## config.mk

```make
export PLATFORM = sky130hd
export DESIGN_NAME = xor_cond_invert_stream
export DESIGN_NICKNAME = d
export VERILOG_FILES = /design/src/rtl/xor_cond_invert_stream.sv
export SDC_FILE = /design/constraint.sdc
export NUM_CORES = 1
export LEC_CHECK = 0
export ABC_AREA = 1
export BUFFER_PORTS_ARGS = -buffer_cell sky130_fd_sc_hd__buf_4
export CAP_MARGIN = 20
export CORE_AREA = 4 4 73 75
export DETAILED_ROUTE_END_ITERATION = 8
export DIE_AREA = 0 0 77 79
export PLACE_DENSITY = 0.79
export SLEW_MARGIN = 20
export SYNTH_ARGS = -nofsm -noshare
export SYNTH_HDL_FRONTEND = slang
export SYNTH_SLANG_ARGS = --single-unit
export TNS_END_PERCENT = 10
```

## constraint.sdc

```tcl
create_clock -name clk -period 1.9 [get_ports clk]
set_input_delay 0.285 -clock clk [delete_from_list [all_inputs] [get_ports clk]]
set_output_delay 0.285 -clock clk [all_outputs]
set_load 0.01 [all_outputs]
```

## src/rtl/xor_cond_invert_stream.sv

```systemverilog
// Streaming XOR / conditional-invert unit with four per-beat modes (legacy, parity,
// chained feedback, LFSR keystream) behind a valid/ready handshake, one registered stage.
module xor_cond_invert_stream #(
  parameter int                 WIDTH = 8,
  parameter logic [WIDTH-1:0]   SEED  = WIDTH'(1),
  parameter int                 CNT_W = 16
) (
  input  logic             clk,
  input  logic             rst_n,
  input  logic [1:0]       mode,
  input  logic             chain_clr,
  input  logic             in_valid,
  output logic             in_ready,
  input  logic [WIDTH-1:0] in_a,
  input  logic [WIDTH-1:0] in_b,
  output logic             out_valid,
  input  logic             out_ready,
  output logic [WIDTH-1:0] out_c,
  output logic [CNT_W-1:0] count
);

  localparam logic [1:0] MODE_LEGACY    = 2'd0;
  localparam logic [1:0] MODE_PARITY    = 2'd1;
  localparam logic [1:0] MODE_CHAIN     = 2'd2;
  localparam logic [1:0] MODE_KEYSTREAM = 2'd3;

  // An all-zero LFSR would lock up, so a zero seed is promoted to 1.
  localparam logic [WIDTH-1:0] SEED_EFF = (SEED == '0) ? WIDTH'(1) : SEED;

  function automatic logic [WIDTH-1:0] cond_invert(input logic [WIDTH-1:0] x,
                                                   input logic             inv);
    return inv ? ~x : x;
  endfunction

  function automatic logic [WIDTH-1:0] lfsr_step(input logic [WIDTH-1:0] k);
    logic fb;
    fb = k[WIDTH-1] ^ k[WIDTH-3] ^ k[WIDTH-4] ^ k[WIDTH-5];
    return {k[WIDTH-2:0], fb};
  endfunction

  logic [WIDTH-1:0] prev;
  logic [WIDTH-1:0] lfsr;
  logic [WIDTH-1:0] res_p1;
  logic             vld_p1;
  logic [CNT_W-1:0] cnt_p1;

  logic             accept;
  logic [WIDTH-1:0] p_eff;
  logic [WIDTH-1:0] k_eff;
  logic [WIDTH-1:0] x_p0;
  logic             inv_p0;
  logic [WIDTH-1:0] c_p0;

  assign in_ready  = !vld_p1 || out_ready;
  assign accept    = in_valid && in_ready;
  assign out_valid = vld_p1;
  assign out_c     = res_p1;
  assign count     = cnt_p1;

  // Stage p0: combinational result from the operands and the effective (possibly cleared) state.
  always_comb begin
    p_eff  = chain_clr ? '0 : prev;
    k_eff  = chain_clr ? SEED_EFF : lfsr;
    x_p0   = in_a ^ in_b;
    inv_p0 = in_a[WIDTH-1];
    case (mode)
      MODE_PARITY:    inv_p0 = ^in_a;
      MODE_CHAIN:     x_p0   = in_a ^ in_b ^ p_eff;
      MODE_KEYSTREAM: x_p0   = in_a ^ in_b ^ k_eff;
      default:        x_p0   = in_a ^ in_b;
    endcase
    c_p0 = cond_invert(x_p0, inv_p0);
  end

  // Stage p1: output register, counter and mode state. A stalled output freezes everything.
  always_ff @(posedge clk) begin
    if (!rst_n) begin
      vld_p1 <= 1'b0;
      res_p1 <= '0;
      cnt_p1 <= '0;
      prev   <= '0;
      lfsr   <= SEED_EFF;
    end else begin
      if (accept) begin
        res_p1 <= c_p0;
        vld_p1 <= 1'b1;
        cnt_p1 <= cnt_p1 + CNT_W'(1);
      end else if (out_ready) begin
        vld_p1 <= 1'b0;
      end

      if (accept && mode == MODE_CHAIN) begin
        prev <= c_p0;
      end else if (in_ready && chain_clr) begin
        prev <= '0;
      end

      if (accept && mode == MODE_KEYSTREAM) begin
        lfsr <= lfsr_step(k_eff);
      end else if (in_ready && chain_clr) begin
        lfsr <= SEED_EFF;
      end
    end
  end

endmodule

```

==> results.tsv, run 1 <==
stage	metric	value	unit
worst_setup_path	end_kind	flop	
clock_tree	path_clk_slew	0.09	ns
global_routing	grt_max_degree	27	
placed_design	port_buffers	48	
routing	vias	2315	
logic_synthesis	synthTopCellsByArea	dfxtp_1, nand2_1, inv_1, a21oi_1, nand3_1	
worst_setup_path	crit_arrival	1.82	ns
job	cap_violations	0	
logic_synthesis	syn_avg_cell_area	6.76	um^2
logic_synthesis	synth-edff-count	0	
global_routing	grt_overflow_total	0	
floorplanning	die_w	77	um
worst_setup_path	start_kind	flop	
timing	finalHoldViolations	0	
pwr	switching_share	27.1	%
logic_synthesis	synth_fp_nets	390	
clock_tree	root_buffer	clkbuf_8	
floorplanning	pin_count	49	
clock_tree	cts_setup_buffers	0	
worst_setup_path	crit_cells	10	
clock_tree	htreeDepth	2	
floorplanning	fp.dieArea	0.00608	mm^2
pwr	p_per_area	718	mW/mm^2
floorplanning	start_util	53.1	%
logic_synthesis	ys_seq_area_share	33.2	%
min_path	hp-class	in -> reg	
min_path	hold_path_depth	2	
clock_tree	clockBufferDepth	2	
worst_setup_path	r2r_cells	10	
timing	setup_viol	0	
timing	tns	0	ns
timing	fin_hold_ws	0.273	ns
timing	relSlewSlack	71.7	%
routing	drtIter0Drc	160	
worst_setup_path	max_stage_delay	0.41	ns
clock_tree	clock-sinks	41	
global_routing	grt_pass1_vias	2289	
clock_tree	ctsResizeCount	0	
placed_design	dp_hpwl	4.23	mm
logic_synthesis	synthCells	366	
logic_synthesis	yosysWarningCount	0	
finish	drive_above_1_share	23.6	%
timing	clock_skew	0.0119	ns
logic_synthesis	yosysTopAreaCell	dfxtp_1	
finish	antenna_cells	0	
worst_setup_path	required	2.11	ns
timing	drv_slew	0	
global_routing	track_usage	19.7	%
routing	dr.pass1.iters	6	
pwr	total_power	2.17	mW
placed_design	dpl_cell_area	0.00288	mm^2
logic_synthesis	synth_area	0.00247	mm^2
pwr	pwr-share-comb	18.2	%
logic_synthesis	ys_ff_latch	41	
finish	area_growth	22.1	%
timing	tightest_slew	0.422	ns
timing	period_minus_slack	1.61	ns
pwr	clkPwrFrac	39.8	%
pwr	p_int	1.58	mW
floorplanning	dieHeight	79	um
logic_synthesis	yosys_most_used_dff	dfxtp_1	
clock_tree	worstSkewPairLatency	0.31	ns
pwr	ir_drop	0.515	mV
worst_setup_path	critPathBufInv	1	
floorplanning	fp.coreArea	0.00466	mm^2
floorplanning	rows	25	
routing	vias_per_cell	4.89	
run_status	status	finished, final reports clean	
timing	rsz0062_at_grt	no	
worst_setup_path	crit_family	simple AND/OR/NAND/NOR gates	
clock_tree	holdBufCountCts	0	
routing	wl_per_cell	11.6	um
placed_design	place_congestion	0.824	
logic_synthesis	synth_cell_types	36	
routing	drt-total-wl	5.51	mm
routing	ant_nets	0	
finish	n_fill_cell	401	
worst_setup_path	cpMaxStageDelayCell	dfxtp_1	
finish	utilization	64.8	%
timing	period_share	84.6	%
global_routing	antenna_found_initial	0	
pwr	power_switching	0.587	mW
logic_synthesis	yosys.area.top_type_share	33.2	%
global_routing	grt_pass1_wl	9.85	mm
worst_setup_path	crit_type	reg -> reg	
pwr	p_leak	1.45	nW
worst_setup_path	path_max_fanout	5	
finish	final_area	0.00302	mm^2
clock_tree	cts_tree	done	
logic_synthesis	async_flop_share	0	%
finish	nNetsFinal	442	
pwr	pwr-share-seq	42.0	%
worst_setup_path	crit_chain	ha_1 > inv_1 > nor3_4 > nand3_2 > nor2_2 > nand3b_1 > nor2_2 > nand2_1 > nand2_1 > nor2_1	
routing	drc	0	
timing	fmax	622	MHz
clock_tree	cts_inserted_buffers	5	
==> kinds of logic after synthesis <==
logic type / Yosys count / share of synthesized area [%]
compound gates: 47 / 10.2
xor+xnor: 19 / 7.33
fa+ha+maj: 1 / 0.506
buf+inv: 60 / 10.2
flops: 41 / 33.2
simple gates: 198 / 38.6
==> path summary, 6_finish.rpt <==
| check | from | endpoint | slack [ns] |
|---|---|---|---|
| worst max-delay path | count[0] | count[14] | 0.29 |
| worst max register to register | count[0] | count[14] | 0.29 |
| worst min-delay path | rst_n | lfsr[0] | 0.27 |
| worst min register to register | count[15] | count[15] | 0.45 |
==> cell usage in the layout (no fill, tap or decap), types with 4 or more instances in the layout <==
cell / synthesis / final
a21oi_1: 27 / 27
nand3_1: 26 / 26
inv_1: 43 / 43
xnor2_1: 6 / 6
nand3b_1: 4 / 4
clkbuf_8: 0 / 5
nor2_2: 7 / 7
o21ai_0: 12 / 12
dfxtp_1: 41 / 41
nand3_2: 4 / 4
inv_2: 7 / 7
buf_4: 0 / 52
nor2_1: 27 / 27
xor2_1: 11 / 11
nand2_1: 111 / 111
nand2_2: 5 / 5
==> area by class of cell <==
| cell class | instances | area, um^2 | area share [%] |
|---|---|---|---|
| sequential | 41 | 821 | 27.2 |
| timing repair buffer | 52 | 390 | 12.9 |
| multi-input combinational | 265 | 1400 | 46.4 |
| inverter | 53 | 201 | 6.67 |
| clock buffer | 5 | 68.8 | 2.28 |
| tap | 54 | 67.6 | 2.24 |
| clock inverter | 3 | 68.8 | 2.28 |
==> per-layer routing <==
metal	global-route usage [%]	part of all wire, %	routed length [um]
met1	24.9	48	2620
met2	33.6	47	2570
met3	3.97	4.6	252
met4	6.41	1.2	65
met5	0	0	0
==> synthesized netlist by cell type, types with 2 or more instances <==
library cell  instances
a21oi_1              27
buf_6                 3
clkbuf_1              3
clkinv_1              2
dfxtp_1              41
inv_1                43
inv_2                 7
nand2_1             111
nand2_2               5
nand2_4               2
nand2_8               2
nand3_1              26
nand3_2               4
nand3b_1              4
nor2_1               27
nor2_2                7
nor2_4                3
nor3_1                2
o21ai_0              12
o21ai_1               3
o21ai_2               2
xnor2_1               6
xor2_1               11
==> state kept, by name, indices dropped and copies added (netlist names) <==
name,cells
count,16
out_valid,1
prev,8
lfsr,8
out_c,8
==> metrics by stage <==
stage / std cells / setup slack, ns
finish: 473 / 0.293
global route: 473 / 0.0944
CTS: 473 / 0.284
detailed placement: 465 / 0.307
global placement: 465 / 0.387
floorplan: 366 / 0.409
==> power by group through the flow <==
stage | Combinational, mW | Clock, mW | Sequential [mW]
floorplan | 0.251 | 0 | 0.938
global placement | 0.385 | 0 | 0.929
detailed placement | 0.393 | 0 | 0.930
CTS | 0.395 | 0.873 | 0.910
global route | 0.448 | 0.899 | 0.914
finish | 0.394 | 0.864 | 0.910
Power figures use the tool's default switching activity.
==> run 2, diff against run 1 <==
Clock period 1.9 ns to 1.7 ns, I/O delays scaled along.
==> run 2 against run 1 <==
  * Clock skew shrank 0.0086 ns
  * Utilization is the same
  * Largest cell class unchanged
  * Critical path depth is the same
  * Non-clock buffer count grew 2
  * First-iteration DRC count shrank 21%
  * Flip-flop and latch count is the same
  * Via count grew 1.1%
  * Sequential share of layout area grew 0.083 points
==> results.tsv, run 2 (same netlist as run 1, synthesis figures left out) <==
stage	metric	value	unit	change
timing	period_share	89.4	%	+4.8 points
global_routing	grt_pass1_wl	9.11	mm	-7.5%
clock_tree	clock-sinks	41		unchanged
placed_design	place_inst	467		+0.43%
global_routing	antenna_found_initial	0		unchanged
clock_tree	cts_tree	done		
finish	finalNonFillerCells	475		+0.42%
floorplanning	dieHeight	79	um	unchanged
routing	dr.pass1.iters	5		-1
placed_design	port_buffers	48		unchanged
clock_tree	cts_setup_buffers	0		unchanged
job	cap_violations	0		unchanged
floorplanning	rows	25		unchanged
routing	vias_per_cell	4.93		+0.70%
min_path	hp-class	in -> reg		
worst_setup_path	critPathBufInv	1		unchanged
worst_setup_path	crit_family	simple AND/OR/NAND/NOR gates		
clock_tree	htreeDepth	2		unchanged
finish	multi_input_area	0.00140	mm^2	unchanged
routing	ant_nets	0		unchanged
timing	drv_slew	0		unchanged
worst_setup_path	crit_arrival	1.72	ns	-0.10 ns
min_path	hold_path_depth	2		unchanged
floorplanning	fp.dieArea	0.00608	mm^2	unchanged
timing	clock_skew	0.00332	ns	-0.00856 ns
clock_tree	clockBufferDepth	2		unchanged
routing	drt-total-wl	5.35	mm	-2.8%
worst_setup_path	crit_chain	ha_1 > inv_1 > nor3_4 > nand3_2 > nor2_2 > nand3b_1 > nor2_2 > nand2_1 > nand2_1 > nor2_1		
global_routing	grt_max_degree	27		unchanged
placed_design	dpl_cell_area	0.00290	mm^2	+0.52%
pwr	ir_drop	0.539	mV	+4.8%
finish	layout_commonest_cell	nand2_1		
min_path	min-delay-start	rst_n		
timing	rsz0062_at_grt	no		
routing	drtIter0Drc	127		-21%
global_routing	grt_pass1_vias	2125		-7.2%
worst_setup_path	end_kind	flop		
worst_setup_path	r2r_end	count[14]		
global_routing	grt_overflow_total	0		unchanged
routing	drc	0		unchanged
clock_tree	cts_inserted_buffers	5		unchanged
finish	regArea	823	um^2	+0.30%
finish	final_area	0.00302	mm^2	unchanged
floorplanning	fp.coreArea	0.00466	mm^2	unchanged
worst_setup_path	required	1.90	ns	-0.21 ns
finish	drive_above_1_share	24.5	%	+0.84 points
pwr	p_per_area	757	mW/mm^2	+5.4%
finish	largest_reg_flops	16		unchanged
global_routing	track_usage	18.2	%	-1.4 points
floorplanning	die_w	77	um	unchanged
finish	area_growth	22.1	%	unchanged
timing	setup_viol	0		unchanged
worst_setup_path	start_kind	flop		
worst_setup_path	r2r_slack	0.18	ns	-0.11 ns
worst_setup_path	crit_type	reg -> reg		
timing	relSlewSlack	79.5	%	+7.8 points
placed_design	place_congestion	0.810		-1.6%
clock_tree	path_clk_slew	0.08	ns	about the same
run_status	status	finished, final reports clean		
finish	layout_common_cells	nand2_1, buf_4, inv_1		
worst_setup_path	max_stage_delay	0.36	ns	-0.05 ns
finish	antenna_cells	0		unchanged
min_path	hold-path-endpoint	lfsr[0]		
worst_setup_path	r2r_cells	10		unchanged
timing	fmax	658	MHz	+5.8%
floorplanning	pin_count	49		unchanged
timing	finalHoldViolations	0		unchanged
pwr	p_leak	1.45	nW	about the same
worst_setup_path	r2r-start	count[0]		
routing	vias	2341		+1.1%
clock_tree	root_buffer	clkbuf_8		
routing	wl_per_cell	11.3	um	-3.3%
finish	nNetsFinal	444		+0.45%
timing	tightest_slew	0.306	ns	-0.116 ns
floorplanning	start_util	53.1	%	unchanged
worst_setup_path	path_max_fanout	5		unchanged
worst_setup_path	cpMaxStageDelayCell	dfxtp_2		
finish	n_fill_cell	412		+2.7%
timing	period_minus_slack	1.52	ns	-0.0880 ns
clock_tree	worstSkewPairLatency	0.30	ns	about the same
timing	tns	0	ns	unchanged
placed_design	dp_hpwl	4.06	mm	-4.2%
==> run 2: how the worst max path moves through the flow <==
stage,cells past startpoint,start,end,slack (ns)
2_1_floorplan,10,count[0],count[14],0.21
4_1_cts,10,count[0],count[14],0.12
5_1_grt,10,count[0],count[14],0.003
6_report,10,count[0],count[14],0.18
3_5_place_dp,10,count[0],count[14],0.14
3_3_place_gp,10,count[0],count[14],0.20
==> run 2: area by class of cell <==
cell class                      count  share of cell area (%)
Timing Repair Buffer               54                    13.4
Inverter                           53                    6.67
Tap cell                           54                    2.24
Multi-Input combinational cell    265                    46.4
Clock buffer                        6                    2.74
Clock inverter                      2                    1.24
Sequential cell                    41                    27.3
==> run 2: metrics by stage <==
step	power (mW)	setup slack, ns	util [%]	hold WS (ns)
floorplan	1.33	0.209	-	0.393
global placement	1.47	0.198	62.1	0.441
detailed placement	1.48	0.135	62.1	0.455
CTS	2.30	0.122	64.7	0.246
global route	2.41	0.00303	64.8	0.249
finish	2.29	0.181	64.8	0.252
==> run 2: power by group <==
part	switching, mW	internal [mW]	total (mW)
sequential	0.0218	0.995	1.02
combinational	0.259	0.185	0.443
clock	0.348	0.477	0.825
==> run 2: what timing repair did <==
| item | CTS | global route |
|---|---|---|
| gates resized for setup | 0 | 2 |
| hold buffers | 0 | 0 |
| setup endpoints to repair | 0 | 2 |
==> run 2: metal layers <==
metal / up-vias / routed length [um] / global-route usage, %
li1: 1244 / - / -
met4: 0 / 72 / 6.94
met5: - / 0 / 0
met2: 38 / 2460 / 31.1
met1: 1051 / 2600 / 22.9
met3: 8 / 220 / 3.51
==> run 2: worst register-to-register path, cell delays in order (launching register included) <==
cell and delay [ns]:
dfxtp_2 0.36, ha_1 0.16, inv_1 0.07, nor3_4 0.21, nand3_2 0.11, nor2_2 0.11
nand3b_1 0.13, nor2_2 0.12, nand2_1 0.06, nand2_1 0.05, nor2_1 0.03
